==> src/rtl/pll_reset_seq_pkg.sv <==
`default_nettype none
// ============================================================================
// Module   : pll_reset_seq_pkg
// Brief    : Shared state encodings and default timing constants for the
//            clock-domain reset sequencers.
// Revision : 1.0
// ============================================================================
package pll_reset_seq_pkg;

    localparam logic [2:0] ST_WAIT_LOCK = 3'd0;
    localparam logic [2:0] ST_QUALIFY   = 3'd1;
    localparam logic [2:0] ST_RUN       = 3'd2;
    localparam logic [2:0] ST_HOLDOFF   = 3'd3;

    localparam int DEF_SYNC_STAGES    = 2;
    localparam int DEF_STABLE_CYCLES  = 4096;
    localparam int DEF_GLITCH_CYCLES  = 4;
    localparam int DEF_HOLDOFF_CYCLES = 256;

    typedef enum logic [2:0] {
        S_WAIT_LOCK = ST_WAIT_LOCK,
        S_QUALIFY   = ST_QUALIFY,
        S_RUN       = ST_RUN,
        S_HOLDOFF   = ST_HOLDOFF
    } seq_state_e;

    // Bits needed to hold values 0..max_count.
    function automatic int cnt_width(input int max_count);
        return (max_count < 1) ? 1 : $clog2(max_count + 1);
    endfunction

endpackage

`default_nettype wire

==> src/rtl/pll_reset_seq_sync_ff.sv <==
`default_nettype none
// ============================================================================
// Module   : sync_ff
// Brief    : N-stage synchroniser for an asynchronous single-bit input, with
//            asynchronous active-low clear.
// Revision : 1.0
// ============================================================================
module sync_ff #(
    parameter int STAGES = 2
) (
    input  logic clk,
    input  logic rst_n,
    input  logic d,
    output logic q
);

    logic [STAGES-1:0] r_sync;

    always_ff @(posedge clk or negedge rst_n) begin
        if (!rst_n) begin
            r_sync <= '0;
        end else begin
            r_sync <= {r_sync[STAGES-2:0], d};
        end
    end

    assign q = r_sync[STAGES-1];

endmodule

`default_nettype wire

==> src/rtl/pll_reset_seq.sv <==
`default_nettype none
// ============================================================================
// Module   : pll_reset_seq
// Brief    : Qualifies PLL lock and sequences the video core reset; optional
//            loss counter enabled by PLL_RESET_SEQ_LOSS_COUNT_EN.
// Revision : 1.0
// ============================================================================
module pll_reset_seq
    import pll_reset_seq_pkg::*;
#(
    parameter int SYNC_STAGES    = DEF_SYNC_STAGES,
    parameter int STABLE_CYCLES  = DEF_STABLE_CYCLES,
    parameter int GLITCH_CYCLES  = DEF_GLITCH_CYCLES,
    parameter int HOLDOFF_CYCLES = DEF_HOLDOFF_CYCLES,
    parameter int CNT_W          = 13
) (
    input  logic       clk,
    input  logic       reset,
    input  logic       pll_lock,
    output logic       core_reset,
    output logic       ready,
    output logic       lock_lost,
    output logic [2:0] state_dbg
`ifdef PLL_RESET_SEQ_LOSS_COUNT_EN
    ,
    output logic [7:0] loss_count
`endif
);

    localparam int                    c_glitch_w     = cnt_width(GLITCH_CYCLES);
    localparam logic [CNT_W-1:0]      c_stable_last  = CNT_W'(STABLE_CYCLES - 1);
    localparam logic [CNT_W-1:0]      c_holdoff_last = CNT_W'(HOLDOFF_CYCLES - 1);
    localparam logic [c_glitch_w-1:0] c_glitch_last  = c_glitch_w'(GLITCH_CYCLES - 1);

    logic                  w_lock_s;
    logic                  w_loss_event;
    seq_state_e            r_state;
    logic [CNT_W-1:0]      r_cnt;
    logic [c_glitch_w-1:0] r_glitch;
    logic                  r_core_reset;
    logic                  r_ready;
    logic                  r_lock_lost;

    sync_ff #(
        .STAGES (SYNC_STAGES)
    ) u_lock_sync (
        .clk   (clk),
        .rst_n (reset),
        .d     (pll_lock),
        .q     (w_lock_s)
    );

    // Final low cycle of a sustained lock drop while running.
    assign w_loss_event = (r_state == S_RUN) && !w_lock_s && (r_glitch == c_glitch_last);

    always_ff @(posedge clk or negedge reset) begin
        if (!reset) begin
            r_state      <= S_WAIT_LOCK;
            r_cnt        <= '0;
            r_glitch     <= '0;
            r_core_reset <= 1'b1;
            r_ready      <= 1'b0;
            r_lock_lost  <= 1'b0;
        end else begin
            case (r_state)
                S_WAIT_LOCK: begin
                    r_cnt        <= '0;
                    r_glitch     <= '0;
                    r_core_reset <= 1'b1;
                    r_ready      <= 1'b0;
                    if (w_lock_s) begin
                        r_state <= S_QUALIFY;
                    end
                end
                S_QUALIFY: begin
                    if (!w_lock_s) begin
                        r_cnt   <= '0;
                        r_state <= S_WAIT_LOCK;
                    end else if (r_cnt == c_stable_last) begin
                        r_cnt        <= '0;
                        r_glitch     <= '0;
                        r_core_reset <= 1'b0;
                        r_ready      <= 1'b1;
                        r_state      <= S_RUN;
                    end else begin
                        r_cnt <= r_cnt + CNT_W'(1);
                    end
                end
                S_RUN: begin
                    if (w_lock_s) begin
                        r_glitch <= '0;
                    end else if (w_loss_event) begin
                        r_glitch     <= '0;
                        r_cnt        <= '0;
                        r_core_reset <= 1'b1;
                        r_ready      <= 1'b0;
                        r_lock_lost  <= 1'b1;
                        r_state      <= S_HOLDOFF;
                    end else begin
                        r_glitch <= r_glitch + c_glitch_w'(1);
                    end
                end
                S_HOLDOFF: begin
                    // Lock is deliberately ignored until the holdoff expires.
                    r_core_reset <= 1'b1;
                    r_ready      <= 1'b0;
                    if (r_cnt == c_holdoff_last) begin
                        r_cnt   <= '0;
                        r_state <= S_WAIT_LOCK;
                    end else begin
                        r_cnt <= r_cnt + CNT_W'(1);
                    end
                end
                default: begin
                    r_cnt        <= '0;
                    r_glitch     <= '0;
                    r_core_reset <= 1'b1;
                    r_ready      <= 1'b0;
                    r_state      <= S_WAIT_LOCK;
                end
            endcase
        end
    end

    assign core_reset = r_core_reset;
    assign ready      = r_ready;
    assign lock_lost  = r_lock_lost;
    assign state_dbg  = r_state;

`ifdef PLL_RESET_SEQ_LOSS_COUNT_EN
    logic [7:0] r_loss_count;

    always_ff @(posedge clk or negedge reset) begin
        if (!reset) begin
            r_loss_count <= '0;
        end else if (w_loss_event && (r_loss_count != 8'hFF)) begin
            r_loss_count <= r_loss_count + 8'd1;
        end
    end

    assign loss_count = r_loss_count;
`endif

endmodule

`default_nettype wire
==> config.mk <==
export PLATFORM = sky130hd
export DESIGN_NAME = pll_reset_seq
export DESIGN_NICKNAME = d
export VERILOG_FILES = /design/src/rtl/pll_reset_seq_pkg.sv /design/src/rtl/pll_reset_seq_sync_ff.sv /design/src/rtl/pll_reset_seq.sv
export SDC_FILE = /design/constraint.sdc
export NUM_CORES = 1
export LEC_CHECK = 0
export CORE_MARGIN = 8
export CORE_UTILIZATION = 50
export CTS_CLUSTER_SIZE = 8
export DETAILED_ROUTE_END_ITERATION = 8
export PLACE_DENSITY = 0.74
export SETUP_SLACK_MARGIN = 0.1
export SLEW_MARGIN = 20
export SYNTH_ARGS = -nofsm -noshare
export SYNTH_HDL_FRONTEND = slang
export SYNTH_SLANG_ARGS = --single-unit
==> constraint.sdc <==
create_clock -name clk -period 1.7 [get_ports clk]
set_input_delay 0.17 -clock clk [delete_from_list [all_inputs] [get_ports clk]]
set_output_delay 0.17 -clock clk [all_outputs]
set_load 0.01 [all_outputs]
==> impl_metrics.yaml, run 1 <==
place:
  port_buffers: 7
  hpwl_um: 2050
  place.gp.congestion: 0.860
  post-place-ws_ns: -0.157
cts:
  clockBufferDepth: 2
  cts_hold_buf: 0
  cts_tree: "done"
  htree_levels: 1
  cts_made_buffers: 3
  clkTransAtPathRegs_ns: 0.14
  clock-sinks: 23
  root_buffer: "clkbuf_4"
  clock_latency_ns: 0.33
run_status:
  outcome: "finished, violations left"
  failed_checks: "negative setup slack"
synth:
  ys_top_cells_by_area: "dfrtp_1 47%, nand3_1 4.7%, nand2_1 4.2%"
  postSynthAreaPerCell_sq_um: 9.47
  ys_types: 36
  synth_cells: 124
  syn-num-nets: 129
  synth_seq_area_share: 0.491
  synth_seq_cells: 23
  yosys.area.top_type_share: 0.469
  synthesis.area_sq_um: 1170
  yosys_warnings: 0
  synth_top_cell_by_area: "dfrtp_1"
worst_setup_path:
  arrival_ns: 2.04
  cp.required_ns: 1.93
  critPathLaunchType: "flop"
  crit_type: "reg -> reg"
  cp_max_fo: 5
  cp-end-kind: "flop"
grt:
  grt_max_degree: 24
  grt_overflow: 0
  antenna_found_initial: 0
  grt_pass1_vias: 1088
  grt_usage: 0.146
  grt_pass1_wl_um: 4900
route:
  routed_wl_um: 3270
  vias_per_cell: 6.02
  dr.pass1.iters: 4
  num_vias: 1149
  detail-route-antenna-nets: 0
  post_drt_wl_per_cell_um: 17.1
  drc: 0
  drt-initial-drc-count: 58
pwr:
  p_seq_frac: 0.568
  pwr-share-clk: 0.246
  switchingPower_uw: 324
  p_int_uw: 789
  power.density_nw_per_um2: 684
  pwr-share-comb: 0.186
  switching_share: 0.291
  p_leak_nw: 0.776
  irDropWorstVdd_mv: 0.575
final_layout:
  areaGrowthSynthToFinish_pct: 38.6
  final_layout_size_suffix_gt1_frac: 0.325
  n_antenna_cell: 0
  final_nets: 169
  final_core_util: 0.736
  fill_cells: 151
sta:
  finalHoldViolCount: 0
  period_needed_ns: 1.80
  rsz0062_at_grt: "yes"
  setup_viol: 13
  finClkSkew_ns: 0.0114
  report.final.slew_viol_count: 0
  fin_ws_ns: -0.102
  hold_ws_ns: 0.178
  fmaxAchievable_mhz: 555
  post-route-period-util: 1.06
  fin_setup_tns_ns: -0.767
worst_hold_path:
  hold_path.class: "in -> async"
floorplanning:
  start_util: 0.531
  chipWidth_um: 64.5
  dieHeight_um: 64.5
  rows: 17
  core_sq_um: 2210
  die-area_sq_um: 4160
  io-pin-count: 9
flow_run:
  cap_violations: 0
final cells by class:
class | count | area [sq um] | area share
multi-input cells | 94 | 653 | 0.401
well taps | 28 | 35.0 | 0.0215
clock buffers | 4 | 26.3 | 0.0161
flip-flops and latches | 23 | 577 | 0.354
repair buffers | 41 | 333 | 0.204
inverters | 1 | 3.75 | 0.00231
metrics by stage:
step / instances / total power [mW] / instance area, sq um
final: 191 / 1.11 / 1630
after global routing: 191 / 1.15 / 1630
after CTS: 186 / 1.05 / 1530
after detailed placement: 179 / 0.790 / 1450
after global placement: 179 / 0.784 / 1450
after floorplan: 124 / 0.712 / 1180
per-layer routing:
metal	global-route usage	part of all wire	up-vias
li1	-	-	533
met1	0.160	0.41	558
met2	0.243	0.49	45
met3	0.0430	0.057	13
met4	0.0926	0.036	0
met5	0	0	-
power by group through the flow:
stage	registers (mW)	clock network (mW)	logic, mW
3_3_place_gp	0.623	0	0.161
5_1_grt	0.638	0.286	0.228
2_1_floorplan	0.628	0	0.0842
6_report	0.632	0.273	0.207
4_1_cts	0.617	0.265	0.170
3_5_place_dp	0.627	0	0.164
synth_stat cells (all sizes together):
cell     n
a32o     2
nand3   11
a21o     3
nor2b    3
and3     3
nand2b   4
or4      2
nand4    4
nand2   13
o21ai   10
xor2     4
nor3     2
o311ai   1
inv      1
conb     1
o22ai    1
nor3b    2
dfstp    1
a21boi   1
dfrtp   22
clkbuf   5
a31oi    2
a22o     2
o31ai    1
o211ai   2
nand3b   1
buf      2
nor2     9
a21oi    4
o221ai   1
o22a     2
ha       2
final timing paths:
path / start / to / slack, ns / cells past startpoint
max reg2reg: r_cnt[12]$_DFFE_PN0P_ / r_cnt[12]$_DFFE_PN0P_ / -0.10 / 5
min reg2reg: u_lock_sync.r_sync[0]$_DFF_PN0_ / u_lock_sync.r_sync[1]$_DFF_PN0_ / 0.37 / 0
min in group clk: pll_lock / u_lock_sync.r_sync[0]$_DFF_PN0_ / 0.28 / 1
max: r_cnt[12]$_DFFE_PN0P_ / r_cnt[12]$_DFFE_PN0P_ / -0.10 / 5
min: reset / r_cnt[7]$_DFFE_PN0P_ / 0.18 / 2
max in group asynchronous: reset / core_reset$_DFFE_PN1P_ / 1.24 / 2
sequential cells by signal, indices dropped and copies added (netlist names):
signal,cells
r_cnt,13
r_glitch,3
state_dbg,2
u_lock_sync.r_sync,2
core_reset,1
lock_lost,1
ready,1
worst max-delay path, cell delays in order (launching register included):
cell      delay [ns]
dfrtp_1         0.41
or4_4           0.57
o211ai_4        0.20
and3_4          0.26
a21oi_1         0.06
o22a_1          0.20
placed cells by master, fill, tap and decap left out, types with 3 or more instances in the layout:
| cell | count |
|---|---|
| xor2_1 | 4 |
| dfrtp_1 | 22 |
| nand2_1 | 13 |
| clkbuf_4 | 3 |
| nand2b_1 | 4 |
| o21ai_0 | 6 |
| nor2b_1 | 3 |
| a21o_1 | 3 |
| nor2_1 | 7 |
| nand3_1 | 8 |
| buf_4 | 32 |
| nand4_1 | 4 |
| o21ai_1 | 3 |
| clkdlybuf4s50_1 | 4 |
what timing repair did:
action / in CTS / in global routing
resized for setup: 12 / 13
buffers inserted: 3 / 4
setup endpoints to repair: 21 / 21
pin swaps: 3 / 3
gates cloned: 0 / 1
cells by family after synthesis:
logic type	Yosys count	synth area share
buf+inv	8	0.0330
compound gates	32	0.186
fa+ha+maj	2	0.0213
flops	23	0.491
simple gates	54	0.235
other cells	1	0.00319
xor+xnor	4	0.0298
(Power assumes the default switching activity.)
==> run 2: changes to the inputs <==
ABC_AREA = 1   (was default)
CORE_UTILIZATION = 52   (was 50)
PLACE_DENSITY = 0.75   (was 0.74)
==> impl_metrics.yaml, run 2 <==
run_status:
  outcome: "completed"
synth:
  syn-num-nets: 188
  synth_top_cell_by_area: "dfrtp_1"
  synth_top_family_by_area: "simple AND/OR/NAND/NOR gates"
  yosys_most_used_dff: "dfrtp_1"
  yosys.area_share.simple: 0.400
  synthesis.area_sq_um: 1340
  yosys.area.top_type_share: 0.412
  ys_types: 24
  ys_async_sr_fraction: 1.00
  synth_xor_area_frac: 0.0131
  synth_adder_area_share: 0.0187
  synth_edf_count: 0
  synth_seq_cells: 23
  synth_most_common_cell: "nand2_1"
  muxShareOfSynthArea: 0
  synth_seq_area_share: 0.432
  ys_top_cells_by_area: "dfrtp_1 41%, nand2_1 18%, inv_1 7.3%"
  yosys-top-cells-count: "63 x nand2_1, 26 x inv_1, 22 x dfrtp_1"
  synth_cells: 183
  synth-compound-area-share: 0.0384
  postSynthAreaPerCell_sq_um: 7.30
  yosys_warnings: 0
sta:
  setup_viol: 0
  hold_ws_ns: 0.189
  finClkSkew_ns: 0.00180
  rsz0062_at_grt: "no"
  finalHoldViolCount: 0
  post-route-period-util: 0.883
  report.final.slew_viol_count: 0
  fin_setup_tns_ns: 0
  fin_ws_ns: 0.199
  fmaxAchievable_mhz: 666
  period_needed_ns: 1.50
final_layout:
  fill_cells: 221
  largest_register_ffs: 13
  final_core_util: 0.610
  regMostFlops: "r_cnt"
  n_antenna_cell: 0
  layout_common_cells: "62 x nand2_1, 26 x inv_1, 20 x dfrtp_1"
  areaGrowthSynthToFinish_pct: 12.0
  reg_top3: "r_cnt: 13 flops, r_glitch: 3 flops"
  final_common_cell: "nand2_1"
  final_layout_size_suffix_gt1_frac: 0.158
  final_nets: 202
  design_area_sq_um: 1500
worst_setup_path:
  cp_slowest_stage_delay_ns: 0.41
  r2r-start: "r_cnt[0]$_DFFE_PN0P_"
  critPathLaunchType: "flop"
  cp_top_family: "simple AND/OR/NAND/NOR gates"
  ff2ff_setup_slack_ns: 0.20
  arrival_ns: 1.71
  cp.required_ns: 1.91
  path_buf_inv: 0
  crit_type: "reg -> reg"
  crit_chain: "ha_2 -> nand2_1 -> nor2_2 -> nand4_2 -> nand2_4 -> nand2_4 -> nand2_1 -> o21ai_1"
  r2r_cells: 8
  cp-end-kind: "flop"
  cp_max_fo: 8
  critPathSlowestCell: "dfrtp_2"
  r2r-end: "r_cnt[9]$_DFFE_PN0P_"
floorplanning:
  die-area_sq_um: 4450
  dieHeight_um: 66.7
  start_util: 0.544
  rows: 18
  chipWidth_um: 66.7
  core_sq_um: 2450
  io-pin-count: 9
grt:
  met2_usage: 0.196
  use_met3: 0.0235
  grt_max_degree: 24
  antenna_found_initial: 0
  grt_use_met1: 0.176
  grt_pass1_vias: 1042
  busiest_layer: "met2"
  grt_pass1_wl_um: 4550
  grt_overflow: 0
  grt_usage: 0.131
route:
  drc: 0
  post_drt_wl_per_cell_um: 12.3
  detail-route-antenna-nets: 0
  dr.pass1.iters: 5
  num_vias: 1181
  vias_per_cell: 5.23
  drt-initial-drc-count: 61
  routed_wl_um: 2770
flow_run:
  cap_violations: 0
cts:
  cts_made_buffers: 3
  cts_tree: "done"
  clkTransAtPathRegs_ns: 0.12
  clock-sinks: 23
  htree_levels: 1
  cts_hold_buf: 0
  clockBufferDepth: 2
  root_buffer: "clkbuf_4"
  clock_latency_ns: 0.31
pwr:
  p_leak_nw: 0.801
  power.density_nw_per_um2: 1110
  irDropWorstVdd_mv: 0.756
place:
  place.gp.congestion: 0.884
  hpwl_um: 2070
  placed_area_sq_um: 1440
  post-place-ws_ns: 0.167
  port_buffers: 7
worst_hold_path:
  hold_path.class: "in -> async"
==> run 2: logic make-up after synthesis <==
group / count (synthesis)
AO/OA/AOI/OAI: 9
buffers and inverters: 31
adder cells (fa/ha/maj): 2
AND/OR/NAND/NOR: 115
XOR/XNOR: 2
flip-flops: 23
other: 1
==> run 2: power breakdown <==
group          switching, mW  internal (mW)  leakage [nW]
clock                  0.162         0.0918        0.0150
combinational          0.424          0.269         0.481
sequential            0.0775          0.637         0.305
==> run 2: how the worst max path moves through the flow <==
stage	endpoint	from	slack [ns]	cells past startpoint
6_report	r_cnt[9]$_DFFE_PN0P_	r_cnt[0]$_DFFE_PN0P_	0.20	8
3_5_place_dp	r_cnt[6]$_DFFE_PN0P_	r_cnt[0]$_DFFE_PN0P_	0.17	8
4_1_cts	core_reset	core_reset$_DFFE_PN1P_	0.12	1
2_1_floorplan	r_cnt[3]$_DFFE_PN0P_	r_cnt[0]$_DFFE_PN0P_	0.33	8
5_1_grt	r_cnt[4]$_DFFE_PN0P_	r_cnt[1]$_DFFE_PN0P_	0.09	8
3_3_place_gp	r_cnt[6]$_DFFE_PN0P_	r_cnt[0]$_DFFE_PN0P_	0.21	8
==> run 2: timing repair <==
item,in CTS,in global routing
setup buffers,0,2
resized for setup,0,6
setup endpoints to repair,0,22
==> run 2: metrics by stage <==
stage          power, mW  instances
3_5_place_dp        1.37        220
5_1_grt             1.79        226
4_1_cts             1.62        224
6_report            1.66        226
2_1_floorplan       1.18        183
3_3_place_gp        1.35        220
==> run 2: layer usage <==
layer	routed length (um)	vias to the layer above
li1	-	594
met1	1300	555
met2	1280	27
met3	152	5
met4	41	0
met5	0	-
==> run 2: final cells by class <==
| cell class | instances | area, sq um | area share |
|---|---|---|---|
| Tap cell | 30 | 37.5 | 0.0251 |
| Timing Repair Buffer | 11 | 103 | 0.0686 |
| Multi-Input combinational cell | 129 | 642 | 0.429 |
| Sequential cell | 23 | 579 | 0.387 |
| Clock buffer | 4 | 26.3 | 0.0176 |
| Inverter | 29 | 109 | 0.0727 |
==> run 3: changes to the inputs <==
CTS_CLUSTER_DIAMETER = 80   (was default)
==> results of run 3 <==
The final DEF is identical to that of run 2; final timing and power are the same.
